--- src/rtl/osc_freq_meter.sv ---
// osc_freq_meter
//   Measures a divided ring-oscillator by counting its synchronized edges over
//   a fixed window of clk cycles, then holds the count until it is accepted.
//   After acceptance the next measurement starts automatically.
//
//   Optional build macro: OSC_FREQ_METER_BOTH_EDGES_EN
//     undefined : count rising synced edges only
//     defined   : count rising and falling synced edges
//
// Parameters
//   CNT_W        width of edge counter and result
//   SYNC_STAGES  osc_in synchronizer depth (2..4)
//
// Ports
//   clk           sole clock, rising edge
//   reset_n       synchronous active-low reset
//   ena           block enable; low forces IDLE and drops any partial count
//   osc_in        asynchronous oscillator input
//   gate_sel      window: 0=256, 1=1024, 2=4096, 3=16384 clk cycles
//   result        edges counted in the last completed window
//   result_valid  result awaiting acceptance
//   result_ready  consumer accepts result when high with result_valid
//   saturated     last completed window hit the counter ceiling
//   busy          high in ARM or GATE
module osc_freq_meter #(
    parameter int CNT_W       = 16,
    parameter int SYNC_STAGES = 2
) (
    input  logic             clk,
    input  logic             reset_n,
    input  logic             ena,
    input  logic             osc_in,
    input  logic [1:0]       gate_sel,
    output logic [CNT_W-1:0] result,
    output logic             result_valid,
    input  logic             result_ready,
    output logic             saturated,
    output logic             busy
);

    typedef enum logic [1:0] {
        IDLE = 2'd0,
        ARM  = 2'd1,
        GATE = 2'd2,
        HOLD = 2'd3
    } state_t;

    localparam logic [CNT_W-1:0] CNT_MAX  = '1;
    localparam logic [13:0]      ARM_LAST = 14'(SYNC_STAGES);

    state_t             state_q, state_d;
    logic [SYNC_STAGES-1:0] sync_q;
    logic               hist_q;
    logic               synced;
    logic               osc_edge;
    logic [13:0]        tmr_q;
    logic [13:0]        win_last;
    logic [1:0]         sel_q;
    logic [CNT_W-1:0]   cnt_q, cnt_nx;
    logic               sat_q, sat_nx;
    logic               arm_done, gate_done;

    assign synced = sync_q[SYNC_STAGES-1];

`ifdef OSC_FREQ_METER_BOTH_EDGES_EN
    assign osc_edge = synced ^ hist_q;
`else
    assign osc_edge = synced & ~hist_q;
`endif

    always_comb begin
        win_last = 14'd255;
        case (sel_q)
            2'd0:    win_last = 14'd255;
            2'd1:    win_last = 14'd1023;
            2'd2:    win_last = 14'd4095;
            default: win_last = 14'd16383;
        endcase
    end

    assign arm_done  = (state_q == ARM)  && (tmr_q == ARM_LAST);
    assign gate_done = (state_q == GATE) && (tmr_q == win_last);

    // Counter sticks at the ceiling; an edge arriving there flags saturation.
    assign cnt_nx = (osc_edge && cnt_q != CNT_MAX) ? cnt_q + 1'b1 : cnt_q;
    assign sat_nx = sat_q | (osc_edge && cnt_q == CNT_MAX);

    always_comb begin
        state_d = state_q;
        case (state_q)
            IDLE: if (ena) state_d = ARM;
            ARM:  if (arm_done) state_d = GATE;
            GATE: if (gate_done) state_d = HOLD;
            HOLD: if (result_valid && result_ready) state_d = ARM;
            default: state_d = IDLE;
        endcase
        // Disable wins over everything, including a same-cycle acceptance.
        if (!ena) state_d = IDLE;
    end

    assign busy = (state_q == ARM) || (state_q == GATE);

    always_ff @(posedge clk) begin
        if (!reset_n) state_q <= IDLE;
        else          state_q <= state_d;
    end

    always_ff @(posedge clk) begin
        if (!reset_n) begin
            sync_q       <= '0;
            hist_q       <= 1'b0;
            tmr_q        <= '0;
            sel_q        <= '0;
            cnt_q        <= '0;
            sat_q        <= 1'b0;
            result       <= '0;
            saturated    <= 1'b0;
            result_valid <= 1'b0;
        end else begin
            sync_q <= {sync_q[SYNC_STAGES-2:0], osc_in};
            hist_q <= synced;

            if ((state_q == ARM || state_q == GATE) && state_d == state_q)
                tmr_q <= tmr_q + 1'b1;
            else
                tmr_q <= '0;

            if (arm_done)
                sel_q <= gate_sel;

            // Count only while staying in GATE; the final GATE cycle's edge
            // is folded in through cnt_nx when the result is loaded.
            if (state_q == GATE && state_d == GATE) begin
                cnt_q <= cnt_nx;
                sat_q <= sat_nx;
            end else begin
                cnt_q <= '0;
                sat_q <= 1'b0;
            end

            if (state_q == GATE && state_d == HOLD) begin
                result    <= cnt_nx;
                saturated <= sat_nx;
            end

            if (!ena)
                result_valid <= 1'b0;
            else if (state_q == GATE && state_d == HOLD)
                result_valid <= 1'b1;
            else if (state_q == HOLD && result_ready)
                result_valid <= 1'b0;
        end
    end

endmodule
--- config.mk ---
export PLATFORM = sky130hd
export DESIGN_NAME = osc_freq_meter
export DESIGN_NICKNAME = d
export VERILOG_FILES = /design/src/rtl/osc_freq_meter.sv
export SDC_FILE = /design/constraint.sdc
export NUM_CORES = 1
export LEC_CHECK = 0
export CAP_MARGIN = 10
export CORE_UTILIZATION = 41
export DETAILED_ROUTE_END_ITERATION = 6
export SKIP_CTS_REPAIR_TIMING = 1
export SKIP_LAST_GASP = 1
export SLEW_MARGIN = 20
export SYNTH_ARGS = -nofsm -noshare
export SYNTH_HDL_FRONTEND = slang
export SYNTH_SLANG_ARGS = --single-unit
--- constraint.sdc ---
create_clock -name clk -period 5.5 [get_ports clk]
set_input_delay 0.55 -clock clk [delete_from_list [all_inputs] [get_ports clk]]
set_output_delay 0.55 -clock clk [all_outputs]
set_load 0.05 [all_outputs]
# Word level (Yosys, flattened, before mapping)
# Cells that the tools add are included.
[op_classes]
n_addsub = 2
multipliers = 0
div_mod_pow = 0
n_lt_le_gt_ge = 0
eq_ne = 12
shift = 0
n_mux = 9
n_bitwise = 3
n_reduce_logical = 16
[op_table]
columns = ["op", "n"]
rows = [
  ["$pmux W14 S3", 1],
  ["$add A16 B1 Y16 const B", 1],
  ["$eq A16 B16 Y1 const B", 1],
  ["$mux W16", 1],
  ["$ne A16 B16 Y1 const B", 1],
  ["$add A14 B1 Y14 const B", 1],
  ["$eq A14 B14 Y1", 1],
  ["$eq A14 B2 Y1 const B", 1],
  ["$eq A2 B2 Y1 const B", 5],
  ["$logic_and A1 B1 Y1", 9],
  ["$mux W2", 4],
  ["$pmux W2 S4", 1],
  ["$reduce_and A2 Y1", 3],
  ["$eq A2 B1 Y1 const B", 2],
  ["$logic_not A2 Y1", 2],
  ["$eq A2 B2 Y1", 1],
  ["$mux W1", 2],
  ["$reduce_bool A2 Y1", 1],
  ["$and A1 B1 Y1", 1],
  ["$logic_or A1 B1 Y1", 1],
  ["$not A1 Y1", 1],
  ["$or A1 B1 Y1", 1],
]
[word_totals]
reg_bits = 56
latch_bits = 0
ramBits = 0
rom_bits = 0
input_bits = 7
output_inout_bits = 19
word_cells = 52
mem_count = 0

# Depth between registers and ports, before layout
[logic_depth]
ltp_word = 10
ltp_mapped = 9
depth_no_buf = 7

# Worst setup path after synthesis
# Ideal clock, no wire load.
[synth_timing]
path_type = "register -> register"
from = "reg state_q[1]"
to = "reg state_q[0]"
t_arrival_ps = 2080
t_required_ps = 5371
slack_ps = 3291
path_stages_with_launch = 8
path_buffers = 1
cell_sequence = "dfxtp_1 inv_1 ha_1 or4bb_4 or4_1 buf_2 a311oi_2 a211oi_1"
[synth_via]
elab_chain_cells = 5
elab_cells_between_ends = 10
classes_between = "eq/ne: 3; mux: 4; reduce/logical: 3"
[synth_rtl]
columns = ["item", "line_no", "source"]
rows = [
  ["start: declaration", "51", "state_t state_q, state_d;"],
  ["start signal: assignment", "105", "else state_q <= state_d;"],
  ["$eq A2 B2 Y1 or $eq A2 B1 Y1 (tied branches)", "82, 90, 81", ""],
  ["$logic_and A1 B1 Y1 (on tied branches)", "82, 81", ""],
  ["$mux W2 (on tied branches)", "93, 92", ""],
  ["$pmux W2 S4 (*)", "90", "case (state_q)"],
  ["$mux W2 (*)", "98", "if (!ena) state_d = IDLE;"],
]
# Every way passes the cells marked *; elsewhere a longest branch is shown, timed or not.
# A chain may end at the register's enable or synchronous reset.

# Worst setup path in the final report
[layout_timing]
from = "reg state_q[0]"
to = "out busy"
[layout_via]
elab_chain_cells = 2
elab_cells_between_ends = 3
classes_between = "eq/ne: 2; reduce/logical: 1"
[layout_rtl]
columns = ["item", "line_no", "source"]
rows = [
  ["$eq A2 B1 Y1 or $eq A2 B2 Y1 (tied branches)", "101", "assign busy = (state_q == ARM) || (state_q == GATE);"],
  ["$logic_or A1 B1 Y1 (*)", "101", ""],
  ["end: declaration", "38", "output logic busy"],
]
# Marked as above.

==> impl_metrics.json <==
{
  "status": "completed",
  "viasPerCell": 5.65,
  "synthDistinctLibCells": 52,
  "core-area_um2": 6100,
  "ir_drop_v": 0.000152,
  "cts_root_buf": "clkbuf_8",
  "grt_pass1_wl_um": 10200,
  "finalCriticalPeriod_ps": 2810,
  "tns_ps": 0,
  "gp_congestion": 0.814,
  "final_common_cell": "dfxtp_1",
  "place_inst": 395,
  "finalHoldViolCount": 0,
  "synth.largest_area_cell": "dfxtp_1",
  "cp-end-kind": "output port",
  "synth_edf_count": 0,
  "cts_inserted_buffers": 5,
  "setup-violations-final": 0,
  "cts.sinks": 56,
  "antenna_found_initial": 0,
  "final_nets": 342,
  "drc": 0,
  "htreeDepth": 2,
  "syn2layout_area_growth_pct": 14.3,
  "yosysWarnings": 0,
  "ys_seq_elements": 56,
  "cts.reportedPaths.clkPinSlew_ps": 110,
  "synth-async-reset-ratio": 0,
  "grt-ovfl-total": 0,
  "path_class": "flop to output port",
  "stdcell_area_um2": 3040,
  "hp-start": "sync_q[0]$_SDFF_PN0_",
  "synthTopCellsByArea": "dfxtp_1 42%, nor2_1 6.2%, xor2_1 4.0%",
  "fillers": 610,
  "gr-usage-met2": 0.306,
  "use_met1": 0.285,
  "reg2reg_from": "state_q[0]$_SDFF_PN0_",
  "routed_wl_um": 6200,
  "worst_pin_slew_ps": 921,
  "postLayoutCoreUtil": 0.499,
  "start_util": 0.436,
  "clkLatencyLatePin_ps": 310,
  "clockBufferDepth": 2,
  "dp_hpwl_um": 4450,
  "worst_slack_ps": 2690,
  "power_uw": 664,
  "rows": 28,
  "syn-num-nets": 322,
  "hold_class": "flop to flop",
  "maxCapViolCount": 0,
  "grt_setup_unrepaired": "false",
  "slew_headroom": 0.383,
  "post_dp_cell_area_um2": 2950,
  "cp.arrival_ps": 2260,
  "grtUsageMet3": 0.0429,
  "grt_use_total": 0.199,
  "finalMaxSlewViolations": 0,
  "r2r_slack_ps": 2730,
  "whs_endpoint": "sync_q[1]$_SDFF_PN0_",
  "io_pins": 26,
  "fin_crit_sh": 0.511,
  "cts_tree": "built",
  "drtAntennaViolNets": 0,
  "worstSetupStartpointType": "flop",
  "crit_required_ps": 4950,
  "die_area_um2": 6810,
  "drt-initial-drc-count": 165,
  "multi_input_area_um2": 1450,
  "syn_inst": 307,
  "synth-main-ff-cell": "dfxtp_1",
  "crit_fanout": 12,
  "r2r-end": "tmr_q[9]$_SDFF_PN0_",
  "dr.pass1.iters": 4,
  "preCtsSetupSlack_ps": 2790,
  "finClkSkew_ps": 10.8,
  "die_y_um": 82.5,
  "routedWlPerCell_um": 15.4,
  "seq_area_um2": 1120,
  "timing.hold.ws_ps": 445,
  "whs_path_depth": 1,
  "grt_busiest_layer": "met2",
  "antenna_cells": 0,
  "layout-drive-gt1-share": 0.0457,
  "syn_area_per_cell_um2": 8.66,
  "layout_common_cells": "56 x dfxtp_1, 44 x nor2_1, 25 x clkdlybuf4s50_1",
  "netlist.area_leader.share": 0.421,
  "grt_max_degree": 19,
  "layout.cells.non_filler": 403,
  "die_w_um": 82.5,
  "via_count": 2276,
  "max_freq_ghz": 0.356,
  "p_per_area_nw_per_um2": 218,
  "rr_worst_depth": 6,
  "synth.cell_area_um2": 2660,
  "port_buffers": 25,
  "leakage_nw": 0.954,
  "grt_pass1_vias": 2071,
  "synth_sequential_area_ratio": 0.421
}
## power by group
part           total [mW]  internal [mW]  leakage, nW  switching (mW)
Clock               0.229         0.0916       0.0485           0.138
Sequential          0.409          0.407        0.452         0.00223
Combinational      0.0255        0.00918        0.453          0.0164
Total               0.664          0.508        0.954           0.156
## sequential cells by signal, summed over array words and instances (netlist names)
name / count
cnt_q: 16
result: 16
tmr_q: 14
sel_q: 2
state_q: 2
sync_q: 2
hist_q: 1
result_valid: 1
sat_q: 1
saturated: 1
## critical path, stage by stage (launching register included)
cell and delay (ps):
dfxtp_1 610, inv_1 190, ha_1 340, clkdlybuf4s50_1 800
## Yosys cell counts (all sizes together) (7+ instances only)
| cell | number |
|---|---|
| nand2 | 19 |
| nor3 | 8 |
| dfxtp | 56 |
| inv | 9 |
| xor2 | 12 |
| nor2 | 45 |
| a21oi | 20 |
| ha | 8 |
| buf | 7 |
| xnor2 | 9 |
| nand3 | 14 |
| a211oi | 13 |
| nand4 | 8 |
| nor4 | 9 |
## worst max path at each step
stage / start / to / slack [ps] / cells past startpoint
2_1_floorplan: state_q[1]$_SDFF_PN0_ / state_q[0]$_SDFF_PN0_ / 3290 / 7
3_3_place_gp: state_q[0]$_SDFF_PN0_ / tmr_q[9]$_SDFF_PN0_ / 2750 / 6
3_5_place_dp: state_q[0]$_SDFF_PN0_ / tmr_q[3]$_SDFF_PN0_ / 2790 / 6
4_1_cts: state_q[0]$_SDFF_PN0_ / busy / 2680 / 3
5_1_grt: state_q[0]$_SDFF_PN0_ / tmr_q[13]$_SDFF_PN0_ / 2540 / 6
6_report: state_q[0]$_SDFF_PN0_ / busy / 2690 / 3
## per-layer routing
layer  wire length, um  vias to the layer above
met5                 0                        -
met4                27                        0
met3               381                        2
met2              2690                       66
met1              3100                     1054
li1                  -                     1154
## cells by family (layout without fill, tap and decap cells)
kind of cell | Yosys count | count (layout) | share of synthesized area
compound gates | 65 | 65 | 0.169
xor+xnor | 21 | 21 | 0.0691
fa+ha+maj | 8 | 8 | 0.0376
buf+inv | 22 | 43 | 0.0353
flops | 56 | 56 | 0.421
mux | 5 | 5 | 0.0188
simple gates | 130 | 130 | 0.248
## area by class of cell
cell class                 instances  area share
multi-input combinational        229       0.476
sequential                        56       0.369
timing repair buffer              25      0.0823
tap                               75      0.0309
clock buffer                       5      0.0226
inverter                          10      0.0124
clock inverter                     3     0.00741
(Power assumes the default switching activity.)
